<file path="config.mk">
export PLATFORM = sky130hd
export DESIGN_NAME = gpio_ctrl
export DESIGN_NICKNAME = d
export VERILOG_FILES = /design/src/rtl/gpio_pkg.sv /design/src/rtl/gpio_lock_fsm.sv /design/src/rtl/gpio_ctrl.sv
export SDC_FILE = /design/constraint.sdc
export NUM_CORES = 1
export LEC_CHECK = 0
export CAP_MARGIN = 20
export CORE_MARGIN = 2
export CORE_UTILIZATION = 50
export DETAILED_ROUTE_END_ITERATION = 10
export PLACE_DENSITY = 0.79
export SLEW_MARGIN = 0
export SYNTH_ARGS = -nofsm -noshare
export SYNTH_HDL_FRONTEND = slang
export SYNTH_SLANG_ARGS = --single-unit
</file>
<file path="constraint.sdc">
create_clock -name clk -period 22.3 [get_ports clk]
set_input_delay 4.46 -clock clk [delete_from_list [all_inputs] [get_ports clk]]
set_output_delay 4.46 -clock clk [all_outputs]
set_load 0.05 [all_outputs]
</file>
<file path="src/rtl/gpio_pkg.sv">
// gpio_pkg: shared definitions for the GPIO controller.
//   - Register word indices (byte address [5:2]) for the register map.
//   - LCKK bit position inside LCKR.
//   - Lock FSM state encoding.
//   - expand_pin_mask(): widens a per-pin mask to the 2-bit-per-pin fields.
// These definitions are also consumed by the driver-side header generator.
package gpio_pkg;

    // Word index of each register (byte address >> 2)
    localparam logic [3:0] REG_DIR   = 4'h0;  // 0x00
    localparam logic [3:0] REG_TYPE  = 4'h1;  // 0x04
    localparam logic [3:0] REG_SPEED = 4'h2;  // 0x08
    localparam logic [3:0] REG_PUPD  = 4'h3;  // 0x0C
    localparam logic [3:0] REG_IDR   = 4'h4;  // 0x10, read-only
    localparam logic [3:0] REG_ODR   = 4'h5;  // 0x14
    localparam logic [3:0] REG_BSRR  = 4'h6;  // 0x18, write-only
    localparam logic [3:0] REG_LCKR  = 4'h7;  // 0x1C
    localparam logic [3:0] REG_IMR   = 4'h8;  // 0x20
    localparam logic [3:0] REG_RTSR  = 4'h9;  // 0x24
    localparam logic [3:0] REG_FTSR  = 4'hA;  // 0x28
    localparam logic [3:0] REG_PR    = 4'hB;  // 0x2C, write-1-to-clear

    localparam int unsigned LCKK_BIT = 16;

    typedef enum logic [2:0] {
        StIdle   = 3'd0,
        StKey1   = 3'd1,
        StKey2   = 3'd2,
        StKey3   = 3'd3,
        StLocked = 3'd4
    } lock_state_e;

    // Pin i of the result covers bits [2i+1:2i].
    function automatic logic [31:0] expand_pin_mask(input logic [15:0] pin_mask);
        logic [31:0] wide;
        wide = '0;
        for (int i = 0; i < 16; i++) begin
            wide[2*i]   = pin_mask[i];
            wide[2*i+1] = pin_mask[i];
        end
        return wide;
    endfunction

endpackage

</file>
<file path="src/rtl/gpio_lock_fsm.sv">
// gpio_lock_fsm: key-sequence configuration lock.
//   Sequence: write LCKK=1/M, write LCKK=0/M, write LCKK=1/M, read LCKR -> locked.
//   Only reset leaves the locked state. The mask is captured on entry to locked.
// Ports:
//   clk, rst     clock, asynchronous active-high reset
//   lckr_wr      write strobe addressed to LCKR
//   lckr_rd      read strobe addressed to LCKR
//   other_acc    any read or write to a register other than LCKR
//   key_word     LCKR write data bits [16:0] (LCKK, M)
//   lock_mask    captured per-pin lock mask (0 until locked)
//   locked       high once the sequence has completed
module gpio_lock_fsm
    import gpio_pkg::*;
(
    input  logic        clk,
    input  logic        rst,
    input  logic        lckr_wr,
    input  logic        lckr_rd,
    input  logic        other_acc,
    input  logic [16:0] key_word,
    output logic [15:0] lock_mask,
    output logic        locked
);

    lock_state_e state_q;
    logic [15:0] key_q;
    logic        lckk;
    logic [15:0] key_m;
    logic        key_match;

    assign lckk      = key_word[LCKK_BIT];
    assign key_m     = key_word[15:0];
    assign key_match = (key_m == key_q);

    always_ff @(posedge clk or posedge rst) begin
        if (rst) begin
            state_q   <= StIdle;
            key_q     <= '0;
            lock_mask <= '0;
            locked    <= 1'b0;
        end else begin
            case (state_q)
                StIdle: begin
                    if (lckr_wr && lckk) begin
                        state_q <= StKey1;
                        key_q   <= key_m;
                    end
                end
                StKey1, StKey2: begin
                    if (other_acc) begin
                        state_q <= StIdle;
                    end else if (lckr_wr) begin
                        // Expected key bit alternates: K1 wants LCKK=0, K2 wants LCKK=1.
                        if ((state_q == StKey1) && !lckk && key_match) begin
                            state_q <= StKey2;
                        end else if ((state_q == StKey2) && lckk && key_match) begin
                            state_q <= StKey3;
                        end else if (lckk) begin
                            // Any other LCKK=1 write starts a fresh sequence.
                            state_q <= StKey1;
                            key_q   <= key_m;
                        end else begin
                            state_q <= StIdle;
                        end
                    end else if (lckr_rd) begin
                        state_q <= StIdle;
                    end
                end
                StKey3: begin
                    if (other_acc) begin
                        state_q <= StIdle;
                    end else if (lckr_wr) begin
                        if (lckk) begin
                            state_q <= StKey1;
                            key_q   <= key_m;
                        end else begin
                            state_q <= StIdle;
                        end
                    end else if (lckr_rd) begin
                        state_q   <= StLocked;
                        lock_mask <= key_q;
                        locked    <= 1'b1;
                    end
                end
                StLocked: begin
                    state_q <= StLocked;
                end
                default: begin
                    state_q <= StIdle;
                end
            endcase
        end
    end

endmodule

</file>
<file path="src/rtl/gpio_ctrl.sv">
// gpio_ctrl: register-mapped controller for the 16-pin GPIO pad ring.
//   Pin configuration (DIR/TYPE/SPEED/PUPD), output data with atomic set/reset,
//   synchronised input, edge-triggered interrupts and a key-sequence config lock.
// Configuration macro: GPIO_CTRL_IRQ_EN enables IMR/RTSR/FTSR/PR and edge detect;
//   when undefined those addresses read 0, writes are ignored and gpio_irq is 0.
// Ports:
//   clk, rst               clock, asynchronous active-high reset
//   reg_wr, reg_rd         single-cycle register strobes
//   reg_addr, reg_wdata    byte address (word aligned) and write data
//   reg_rdata              registered read data, valid the cycle after reg_rd
//   r_type, r_pupd, r_speed  pad configuration
//   gpio_dir, gpio_out     pad output enable and output value
//   gpio_in                raw asynchronous pad input
//   gpio_irq               registered level interrupt, |(PR & IMR)
module gpio_ctrl
    import gpio_pkg::*;
#(
    parameter int unsigned SYNC_STAGES = 2,
    parameter logic [15:0] RST_DIR     = 16'h0000,
    parameter logic [31:0] RST_PUPD    = 32'h0
) (
    input  logic        clk,
    input  logic        rst,
    input  logic        reg_wr,
    input  logic        reg_rd,
    input  logic [5:0]  reg_addr,
    input  logic [31:0] reg_wdata,
    output logic [31:0] reg_rdata,
    output logic [15:0] r_type,
    output logic [31:0] r_pupd,
    output logic [31:0] r_speed,
    output logic [15:0] gpio_dir,
    output logic [15:0] gpio_out,
    input  logic [15:0] gpio_in,
    output logic        gpio_irq
);

    logic [3:0]  reg_idx;
    logic        unused_addr;
    logic [15:0] lock_mask;
    logic [31:0] lock_mask_wide;
    logic        locked;

    logic [15:0] dir_q, dir_d;
    logic [15:0] type_q, type_d;
    logic [31:0] speed_q, speed_d;
    logic [31:0] pupd_q, pupd_d;
    logic [15:0] odr_q, odr_d;
    logic [31:0] rdata_q, rdata_d;

    logic [SYNC_STAGES-1:0][15:0] sync_q;
    logic [15:0] idr;

    assign reg_idx     = reg_addr[5:2];
    assign unused_addr = ^reg_addr[1:0];

    // ---------------------------------------------------------------- lock
    gpio_lock_fsm u_lock_fsm (
        .clk       (clk),
        .rst       (rst),
        .lckr_wr   (reg_wr && (reg_idx == REG_LCKR)),
        .lckr_rd   (reg_rd && (reg_idx == REG_LCKR)),
        .other_acc ((reg_wr || reg_rd) && (reg_idx != REG_LCKR)),
        .key_word  (reg_wdata[16:0]),
        .lock_mask (lock_mask),
        .locked    (locked)
    );

    assign lock_mask_wide = expand_pin_mask(lock_mask);

    // ------------------------------------------------------- input sync
    always_ff @(posedge clk or posedge rst) begin
        if (rst) begin
            sync_q <= '0;
        end else begin
            sync_q <= {sync_q[SYNC_STAGES-2:0], gpio_in};
        end
    end

    assign idr = sync_q[SYNC_STAGES-1];

    // ------------------------------------------------------- config regs
    // Locked bits keep their current value; unlocked bits of the same write apply.
    always_comb begin
        dir_d   = dir_q;
        type_d  = type_q;
        speed_d = speed_q;
        pupd_d  = pupd_q;
        odr_d   = odr_q;
        if (reg_wr) begin
            case (reg_idx)
                REG_DIR:   dir_d   = (dir_q & lock_mask) | (reg_wdata[15:0] & ~lock_mask);
                REG_TYPE:  type_d  = (type_q & lock_mask) | (reg_wdata[15:0] & ~lock_mask);
                REG_SPEED: speed_d = (speed_q & lock_mask_wide) | (reg_wdata & ~lock_mask_wide);
                REG_PUPD:  pupd_d  = (pupd_q & lock_mask_wide) | (reg_wdata & ~lock_mask_wide);
                REG_ODR:   odr_d   = reg_wdata[15:0];
                // Set is applied after clear so set wins on a conflicting pin.
                REG_BSRR:  odr_d   = (odr_q & ~reg_wdata[31:16]) | reg_wdata[15:0];
                default:   ;
            endcase
        end
    end

    always_ff @(posedge clk or posedge rst) begin
        if (rst) begin
            dir_q   <= RST_DIR;
            type_q  <= '0;
            speed_q <= '0;
            pupd_q  <= RST_PUPD;
            odr_q   <= '0;
        end else begin
            dir_q   <= dir_d;
            type_q  <= type_d;
            speed_q <= speed_d;
            pupd_q  <= pupd_d;
            odr_q   <= odr_d;
        end
    end

    assign gpio_dir = dir_q;
    assign r_type   = type_q;
    assign r_speed  = speed_q;
    assign r_pupd   = pupd_q;
    assign gpio_out = odr_q;

    // ------------------------------------------------------- interrupts
`ifdef GPIO_CTRL_IRQ_EN
    logic [15:0] imr_q, imr_d;
    logic [15:0] rtsr_q, rtsr_d;
    logic [15:0] ftsr_q, ftsr_d;
    logic [15:0] pr_q, pr_d;
    logic [15:0] idr_prev_q;
    logic [15:0] rise, fall;
    logic        irq_q;

    assign rise = idr & ~idr_prev_q;
    assign fall = ~idr & idr_prev_q;

    always_comb begin
        imr_d  = imr_q;
        rtsr_d = rtsr_q;
        ftsr_d = ftsr_q;
        pr_d   = pr_q;
        if (reg_wr) begin
            case (reg_idx)
                REG_IMR:  imr_d  = reg_wdata[15:0];
                REG_RTSR: rtsr_d = reg_wdata[15:0];
                REG_FTSR: ftsr_d = reg_wdata[15:0];
                REG_PR:   pr_d   = pr_q & ~reg_wdata[15:0];
                default:  ;
            endcase
        end
        // OR-ing the set term last makes a same-cycle edge beat the clear.
        pr_d = pr_d | (rise & rtsr_q) | (fall & ftsr_q);
    end

    always_ff @(posedge clk or posedge rst) begin
        if (rst) begin
            imr_q      <= '0;
            rtsr_q     <= '0;
            ftsr_q     <= '0;
            pr_q       <= '0;
            idr_prev_q <= '0;
            irq_q      <= 1'b0;
        end else begin
            imr_q      <= imr_d;
            rtsr_q     <= rtsr_d;
            ftsr_q     <= ftsr_d;
            pr_q       <= pr_d;
            idr_prev_q <= idr;
            irq_q      <= |(pr_q & imr_q);
        end
    end

    assign gpio_irq = irq_q;
`else
    assign gpio_irq = 1'b0;
`endif

    // ------------------------------------------------------- read path
    // Mux uses pre-write register values, so a same-cycle write is not visible.
    always_comb begin
        rdata_d = '0;
        case (reg_idx)
            REG_DIR:   rdata_d = {16'h0, dir_q};
            REG_TYPE:  rdata_d = {16'h0, type_q};
            REG_SPEED: rdata_d = speed_q;
            REG_PUPD:  rdata_d = pupd_q;
            REG_IDR:   rdata_d = {16'h0, idr};
            REG_ODR:   rdata_d = {16'h0, odr_q};
            REG_LCKR:  rdata_d = {15'h0, locked, lock_mask};
`ifdef GPIO_CTRL_IRQ_EN
            REG_IMR:   rdata_d = {16'h0, imr_q};
            REG_RTSR:  rdata_d = {16'h0, rtsr_q};
            REG_FTSR:  rdata_d = {16'h0, ftsr_q};
            REG_PR:    rdata_d = {16'h0, pr_q};
`endif
            default:   rdata_d = '0;
        endcase
    end

    always_ff @(posedge clk or posedge rst) begin
        if (rst) begin
            rdata_q <= '0;
        end else if (reg_rd) begin
            rdata_q <= rdata_d;
        end
    end

    assign reg_rdata = rdata_q;

endmodule

</file>
==> run_summary.xml, run 1 <==
<?xml version="1.0" encoding="UTF-8"?>
<metrics>
  <group name="critical_path">
    <metric name="crit_path_cell_count" unit="">7</metric>
    <metric name="ordered_list_of_cells_on_the_worst_path" unit="">clkdlybuf4s50_1 -&gt; buf_4 -&gt; and2_1 -&gt; and2_1 -&gt; nand2_1 -&gt; nor2_1 -&gt; mux2_2</metric>
    <metric name="timing.critical_path.required" unit="ns">22.68</metric>
    <metric name="critPathMaxFanout" unit="">27</metric>
    <metric name="worst-path-buf-inv" unit="">2</metric>
    <metric name="crit_path_frequent_cell" unit="">sky130_fd_sc_hd__and2_1</metric>
    <metric name="worst_setup_path_end_kind" unit="">register</metric>
    <metric name="worst_setup_path_start_kind" unit="">input port</metric>
    <metric name="critical-path-max-stage-delay" unit="ns">0.58</metric>
    <metric name="worst-r2r-cell-count" unit="">5</metric>
    <metric name="crit_family" unit="">simple AND/OR/NAND/NOR gates</metric>
    <metric name="cp.arrival" unit="ns">7.22</metric>
    <metric name="setup.worst_path.class" unit="">in -&gt; reg</metric>
    <metric name="cpMaxStageDelayCell" unit="">sky130_fd_sc_hd__nand2_1</metric>
  </group>
  <group name="sta">
    <metric name="fin_skew" unit="ns">0.0101</metric>
    <metric name="maxSlewHeadroom" unit="">0.345</metric>
    <metric name="timing.hold.ws" unit="ns">0.345</metric>
    <metric name="worst-slew-pin-transition" unit="ns">0.979</metric>
    <metric name="slew_viol_final" unit="">0</metric>
    <metric name="postLayoutSetupSlackWorst" unit="ns">15.46</metric>
    <metric name="fmax" unit="GHz">0.146</metric>
    <metric name="rsz_0062_raised_after_global_routing" unit="">no</metric>
    <metric name="finalWorstPathRequiredPeriod" unit="ns">6.84</metric>
    <metric name="final-hold-violation-count" unit="">0</metric>
    <metric name="timing.setup.tns" unit="ns">0</metric>
    <metric name="report.final.setup_viol" unit="">0</metric>
    <metric name="finalCritPeriodShare" unit="">0.307</metric>
  </group>
  <group name="cts">
    <metric name="post-cts-setup-buffer-count" unit="">0</metric>
    <metric name="cts_resized" unit="">0</metric>
    <metric name="cts_root_buffer" unit="">sky130_fd_sc_hd__clkbuf_16</metric>
    <metric name="clock-sinks" unit="">212</metric>
    <metric name="insertion_delay" unit="ns">0.50</metric>
    <metric name="cts-hold-fix-buffers" unit="">0</metric>
    <metric name="cts_made_buffers" unit="">23</metric>
    <metric name="depth_of_the_cts_h_tree" unit="">1</metric>
    <metric name="clock_tree_from_tritoncts" unit="">built</metric>
    <metric name="cts.path.max_buffers" unit="">3</metric>
    <metric name="clk_pin_slew_worst_paths" unit="ns">0.06</metric>
  </group>
  <group name="die">
    <metric name="die-height" unit="microns">139</metric>
    <metric name="pin_count" unit="">203</metric>
    <metric name="die_area" unit="sq um">19300</metric>
    <metric name="total_core_area" unit="sq um">17900</metric>
    <metric name="die-width" unit="microns">139</metric>
    <metric name="initial_core_util" unit="">0.507</metric>
    <metric name="placementRows" unit="">49</metric>
  </group>
  <group name="final_layout">
    <metric name="layout.cells.most_common" unit="">sky130_fd_sc_hd__dfrtp_1</metric>
    <metric name="filler_cell_count" unit="">1332</metric>
    <metric name="final_cell_mix" unit="">sky130_fd_sc_hd__dfrtp_1, sky130_fd_sc_hd__clkdlybuf4s50_1, sky130_fd_sc_hd__mux2_2</metric>
    <metric name="layout-drive-gt1-share" unit="">0.219</metric>
    <metric name="net_count_final" unit="">971</metric>
    <metric name="antenna_fix_cells" unit="">0</metric>
    <metric name="area_growth" unit="%">32.7</metric>
    <metric name="post-route-util" unit="">0.673</metric>
    <metric name="final_area" unit="sq um">12100</metric>
  </group>
  <group name="grt">
    <metric name="grt_max_degree" unit="">156</metric>
    <metric name="global_route_wire_length_before_repair" unit="microns">41800</metric>
    <metric name="grt_usage" unit="">0.277</metric>
    <metric name="grt_pass1_vias" unit="">7028</metric>
    <metric name="grt_antenna_before_repair" unit="">0</metric>
    <metric name="globalRouteOverflowTotal" unit="">0</metric>
  </group>
  <group name="drt">
    <metric name="routed_via_density" unit="">5.96</metric>
    <metric name="route.antenna.remaining_nets" unit="">0</metric>
    <metric name="drcViolationCount" unit="">0</metric>
    <metric name="drt_pre_antenna_iters" unit="">5</metric>
    <metric name="dr.first_iter.drc_count" unit="">615</metric>
    <metric name="postRouteWirelength" unit="microns">26700</metric>
    <metric name="routed-via-count" unit="">6898</metric>
    <metric name="wl_per_cell" unit="microns">23.1</metric>
  </group>
  <group name="job">
    <metric name="cap_violations" unit="">0</metric>
  </group>
  <group name="synthesis">
    <metric name="postSynth.topFlopCell" unit="">sky130_fd_sc_hd__dfrtp_1</metric>
    <metric name="synth-seq-cells" unit="">212</metric>
    <metric name="post_synth.cell_area_avg" unit="sq um">12.7</metric>
    <metric name="postSynth.asyncResetShare" unit="">1.00</metric>
    <metric name="synth-edff-count" unit="">0</metric>
    <metric name="post_synthesis_cell_count" unit="">713</metric>
    <metric name="ys_warn_count" unit="">0</metric>
    <metric name="syn_nets" unit="">771</metric>
    <metric name="distinct_cell_type_count_of_the_synthesized_netlist" unit="">50</metric>
    <metric name="seq_area_frac_synth" unit="">0.584</metric>
    <metric name="synth.largest_area_cell" unit="">sky130_fd_sc_hd__dfrtp_1</metric>
    <metric name="netlist_top_cells_area" unit="">sky130_fd_sc_hd__dfrtp_1, sky130_fd_sc_hd__mux2_2, sky130_fd_sc_hd__nor2_1, sky130_fd_sc_hd__a22oi_1, sky130_fd_sc_hd__a22o_1</metric>
    <metric name="synth.cell_area" unit="sq um">9080</metric>
    <metric name="post-synth-top-area-fraction" unit="">0.584</metric>
  </group>
  <group name="pwr">
    <metric name="ir_drop" unit="V">0.0000878</metric>
    <metric name="power.density_cell_area" unit="nW/um^2">105</metric>
    <metric name="power.leakage" unit="nW">5.20</metric>
  </group>
  <group name="outcome">
    <metric name="outcome" unit="">completed</metric>
  </group>
  <group name="placed_design">
    <metric name="io_buffers" unit="">199</metric>
    <metric name="dp_slack" unit="ns">15.00</metric>
    <metric name="place_congestion" unit="">0.831</metric>
    <metric name="detailedPlacementHpwl" unit="microns">17500</metric>
    <metric name="placement.cell_area" unit="sq um">11300</metric>
  </group>
  <group name="hold_path">
    <metric name="hold_depth" unit="">0</metric>
    <metric name="min_path_type" unit="">reg -&gt; reg</metric>
  </group>
</metrics>
==> synthesized netlist by cell type, types with 11 or more instances <==
library cell and instances:
sky130_fd_sc_hd__a22o_1 24, sky130_fd_sc_hd__a22oi_1 30, sky130_fd_sc_hd__buf_2 18, sky130_fd_sc_hd__dfrtp_1 212, sky130_fd_sc_hd__inv_1 33, sky130_fd_sc_hd__mux2_2 130
sky130_fd_sc_hd__nand2_1 11, sky130_fd_sc_hd__nor2_1 64, sky130_fd_sc_hd__o21ai_0 18, sky130_fd_sc_hd__o22ai_1 32, sky130_fd_sc_hd__xnor2_1 15
==> where the power goes <==
group / leakage (nW) / switching (mW) / internal, mW / total [mW]
Sequential: 2.68 / 0.0510 / 0.443 / 0.494
Clock: 0.373 / 0.152 / 0.224 / 0.376
Combinational: 2.15 / 0.252 / 0.144 / 0.396
==> path summary, 6_finish.rpt <==
kind	startpoint	endpoint	slack [ns]
setup reg to reg	u_lock_fsm.state_q[1]$_DFFE_PP0P_	u_lock_fsm.key_q[14]$_DFFE_PP0P_	20.20
hold / removal	sync_q[14]$_DFF_PP0_	idr[14]$_DFF_PP0_	0.35
max in group asynchronous	rst	async pin	16.38
setup / recovery	reg_addr[2]	register	15.46
hold reg to reg	sync_q[14]$_DFF_PP0_	idr[14]$_DFF_PP0_	0.35
min in group asynchronous	rst	idr[7]$_DFF_PP0_	4.29
==> through the flow <==
| step | power, mW | cells |
|---|---|---|
| after detailed placement | 0.895 | 1115 |
| after global placement | 0.889 | 1115 |
| after floorplan | 0.744 | 713 |
| after CTS | 1.27 | 1156 |
| final | 1.27 | 1158 |
| after global routing | 1.31 | 1158 |
==> kinds of logic (layout without fill, tap and decap cells) <==
logic type / after synthesis / in the layout / share of synthesized area
other: 1 / 1 / 0.000413
AO/OA/AOI/OAI: 141 / 141 / 0.116
flip-flops: 212 / 212 / 0.584
XOR/XNOR: 17 / 17 / 0.0164
AND/OR/NAND/NOR: 135 / 135 / 0.0792
buffers and inverters: 71 / 287 / 0.0364
multiplexers: 136 / 136 / 0.168
==> routing by layer <==
layer	wire (microns)	global-route usage	up-vias
met1	11000	0.378	3525
met2	13200	0.457	313
met5	0	0	-
li1	-	-	3003
met4	752	0.0877	0
met3	1780	0.0487	57
==> final cells by class <==
cell class                 instances  area, sq um  area share
clock inverter                     6         55.1     0.00457
timing repair buffer             213         2120       0.176
tap                              229          287      0.0238
inverter                          33          131      0.0109
multi-input combinational        430         3460       0.287
sequential                       212         5310       0.440
clock buffer                      35          691      0.0573
Power figures use the tool's default switching activity.
==> run 2, diff against run 1 <==
- clock period: 22.3 -> 6.95 ns (I/O delays scaled with it)
==> run_summary.xml, run 2 (synthesis results as in run 1) <==
<?xml version="1.0" encoding="UTF-8"?>
<metrics>
  <group name="outcome">
    <metric name="outcome" unit="">completed</metric>
  </group>
  <group name="grt">
    <metric name="grt_antenna_before_repair" unit="">0</metric>
    <metric name="grt_pass1_vias" unit="">7094</metric>
    <metric name="global_route_wire_length_before_repair" unit="microns">41400</metric>
    <metric name="grt_max_degree" unit="">85</metric>
    <metric name="grt_usage" unit="">0.275</metric>
    <metric name="globalRouteOverflowTotal" unit="">0</metric>
  </group>
  <group name="critical_path">
    <metric name="reg2reg_from" unit="">u_lock_fsm.state_q[2]$_DFFE_PP0P_</metric>
    <metric name="worst-r2r-cell-count" unit="">3</metric>
    <metric name="worst-path-buf-inv" unit="">1</metric>
    <metric name="worst-r2r-setup-slack" unit="ns">4.92</metric>
    <metric name="r2r-end" unit="">u_lock_fsm.key_q[0]$_DFFE_PP0P_</metric>
    <metric name="worst_setup_path_start_kind" unit="">input port</metric>
    <metric name="crit_path_cell_count" unit="">5</metric>
    <metric name="ordered_list_of_cells_on_the_worst_path" unit="">clkdlybuf4s50_1 -&gt; and4b_1 -&gt; nand4b_2 -&gt; a21oi_2 -&gt; mux2_2</metric>
    <metric name="cp.arrival" unit="ns">4.77</metric>
    <metric name="critical-path-max-stage-delay" unit="ns">0.99</metric>
    <metric name="critPathMaxFanout" unit="">18</metric>
    <metric name="setup.worst_path.class" unit="">in -&gt; reg</metric>
    <metric name="worst_setup_path_end_kind" unit="">register</metric>
    <metric name="timing.critical_path.required" unit="ns">7.33</metric>
    <metric name="crit_family" unit="">simple AND/OR/NAND/NOR gates</metric>
    <metric name="cpMaxStageDelayCell" unit="">sky130_fd_sc_hd__clkdlybuf4s50_1</metric>
  </group>
  <group name="drt">
    <metric name="wl_per_cell" unit="microns">23.3</metric>
    <metric name="postRouteWirelength" unit="microns">26800</metric>
    <metric name="dr.first_iter.drc_count" unit="">520</metric>
    <metric name="routed_via_density" unit="">5.96</metric>
    <metric name="drcViolationCount" unit="">0</metric>
    <metric name="route.antenna.remaining_nets" unit="">0</metric>
    <metric name="drt_pre_antenna_iters" unit="">7</metric>
    <metric name="routed-via-count" unit="">6870</metric>
  </group>
  <group name="sta">
    <metric name="finalCritPeriodShare" unit="">0.630</metric>
    <metric name="maxSlewHeadroom" unit="">0.266</metric>
    <metric name="timing.hold.ws" unit="ns">0.340</metric>
    <metric name="timing.setup.tns" unit="ns">0</metric>
    <metric name="worst-slew-pin-transition" unit="ns">1.10</metric>
    <metric name="postLayoutSetupSlackWorst" unit="ns">2.57</metric>
    <metric name="slew_viol_final" unit="">0</metric>
    <metric name="report.final.setup_viol" unit="">0</metric>
    <metric name="final-hold-violation-count" unit="">0</metric>
    <metric name="finalWorstPathRequiredPeriod" unit="ns">4.38</metric>
    <metric name="fin_skew" unit="ns">0.00637</metric>
    <metric name="rsz_0062_raised_after_global_routing" unit="">no</metric>
    <metric name="fmax" unit="GHz">0.228</metric>
  </group>
  <group name="pwr">
    <metric name="power.density_cell_area" unit="nW/um^2">330</metric>
    <metric name="power.leakage" unit="nW">5.13</metric>
    <metric name="ir_drop" unit="V">0.000216</metric>
  </group>
  <group name="die">
    <metric name="die-height" unit="microns">139</metric>
    <metric name="die-width" unit="microns">139</metric>
    <metric name="placementRows" unit="">49</metric>
    <metric name="die_area" unit="sq um">19300</metric>
    <metric name="total_core_area" unit="sq um">17900</metric>
    <metric name="pin_count" unit="">203</metric>
    <metric name="initial_core_util" unit="">0.507</metric>
  </group>
  <group name="final_layout">
    <metric name="layout-drive-gt1-share" unit="">0.209</metric>
    <metric name="multi_input_gate_area_in_the_final_layout" unit="sq um">3460</metric>
    <metric name="filler_cell_count" unit="">1370</metric>
    <metric name="net_count_final" unit="">970</metric>
    <metric name="ff_latch_area" unit="sq um">5310</metric>
    <metric name="finalNonFillerCells" unit="">1152</metric>
    <metric name="final_cell_mix" unit="">sky130_fd_sc_hd__dfrtp_1, sky130_fd_sc_hd__clkdlybuf4s50_1, sky130_fd_sc_hd__mux2_2</metric>
    <metric name="area_growth" unit="%">31.4</metric>
    <metric name="antenna_fix_cells" unit="">0</metric>
    <metric name="layout.cells.most_common" unit="">sky130_fd_sc_hd__dfrtp_1</metric>
  </group>
  <group name="placed_design">
    <metric name="numPlacedInstances" unit="">1116</metric>
    <metric name="io_buffers" unit="">199</metric>
    <metric name="dp_slack" unit="ns">2.11</metric>
    <metric name="place_congestion" unit="">0.847</metric>
    <metric name="detailedPlacementHpwl" unit="microns">17900</metric>
  </group>
  <group name="cts">
    <metric name="cts.path.max_buffers" unit="">3</metric>
    <metric name="clock_tree_from_tritoncts" unit="">built</metric>
    <metric name="depth_of_the_cts_h_tree" unit="">1</metric>
    <metric name="cts_resized" unit="">0</metric>
    <metric name="cts_made_buffers" unit="">22</metric>
    <metric name="insertion_delay" unit="ns">0.50</metric>
    <metric name="clk_pin_slew_worst_paths" unit="ns">0.06</metric>
    <metric name="post-cts-setup-buffer-count" unit="">0</metric>
    <metric name="clock-sinks" unit="">212</metric>
    <metric name="cts_root_buffer" unit="">sky130_fd_sc_hd__clkbuf_16</metric>
    <metric name="cts-hold-fix-buffers" unit="">0</metric>
  </group>
  <group name="job">
    <metric name="cap_violations" unit="">0</metric>
  </group>
  <group name="hold_path">
    <metric name="hold_path.startpoint" unit="">sync_q[3]$_DFF_PP0_</metric>
    <metric name="hold_end" unit="">idr[3]$_DFF_PP0_</metric>
    <metric name="hold_depth" unit="">0</metric>
    <metric name="min_path_type" unit="">reg -&gt; reg</metric>
  </group>
</metrics>
==> run 2: cell count changes in the layout (fill, tap and decap cells not counted), sizes merged <==
cell	previous run	this run
clkinvlp	0	1
clkbuf	35	34
clkinv	5	1
bufinv	1	0
inv	33	32
==> run 2: stage by stage <==
stage                     cell area (sq um)  total power [mW]   util
after floorplan                        9090              2.39      -
after CTS                             11900              3.96  0.665
final                                 11900              3.94  0.667
after detailed placement              11300              2.87  0.629
after global routing                  11900              4.08  0.667
after global placement                11300              2.85  0.629
==> run 2: worst max path at each step <==
stage	from	endpoint	slack, ns
final	reg_addr[2]	u_lock_fsm.key_q[0]$_DFFE_PP0P_	2.57
after global routing	reg_addr[2]	u_lock_fsm.key_q[0]$_DFFE_PP0P_	2.49
after CTS	reg_addr[2]	u_lock_fsm.key_q[8]$_DFFE_PP0P_	2.63
after detailed placement	reg_addr[2]	u_lock_fsm.key_q[5]$_DFFE_PP0P_	2.11
after global placement	reg_addr[2]	u_lock_fsm.key_q[8]$_DFFE_PP0P_	2.12
after floorplan	rst	async pin	2.80
==> run 2: routing by layer <==
metal | global-route usage | share of wire | wire, microns | vias up
li1 | - | - | - | 2994
met1 | 0.373 | 0.41 | 11000 | 3444
met2 | 0.434 | 0.47 | 12500 | 352
met3 | 0.0615 | 0.082 | 2200 | 80
met4 | 0.114 | 0.041 | 1090 | 0
met5 | 0 | 0 | 0 | -
==> run 2: area by class of cell <==
class | instances | share of cell area
clock buffers | 34 | 0.0534
clock inverters | 1 | 0.000419
inverters | 33 | 0.0107
multi-input cells | 430 | 0.290
flip-flops and latches | 212 | 0.444
well taps | 229 | 0.0240
repair buffers | 213 | 0.177
==> run 2: report_power, final <==
group	leakage [nW]	internal (mW)	switching, mW
combinational	2.14	0.463	0.808
sequential	2.68	1.42	0.163
clock	0.312	0.623	0.462
total	5.13	2.51	1.43
==> run 2: worst register-to-register path: stages, from the launching register on <==
cell and delay [ns]:
sky130_fd_sc_hd__dfrtp_1 0.43, sky130_fd_sc_hd__nand4b_2 0.36, sky130_fd_sc_hd__a21oi_2 0.71, sky130_fd_sc_hd__mux2_2 0.42
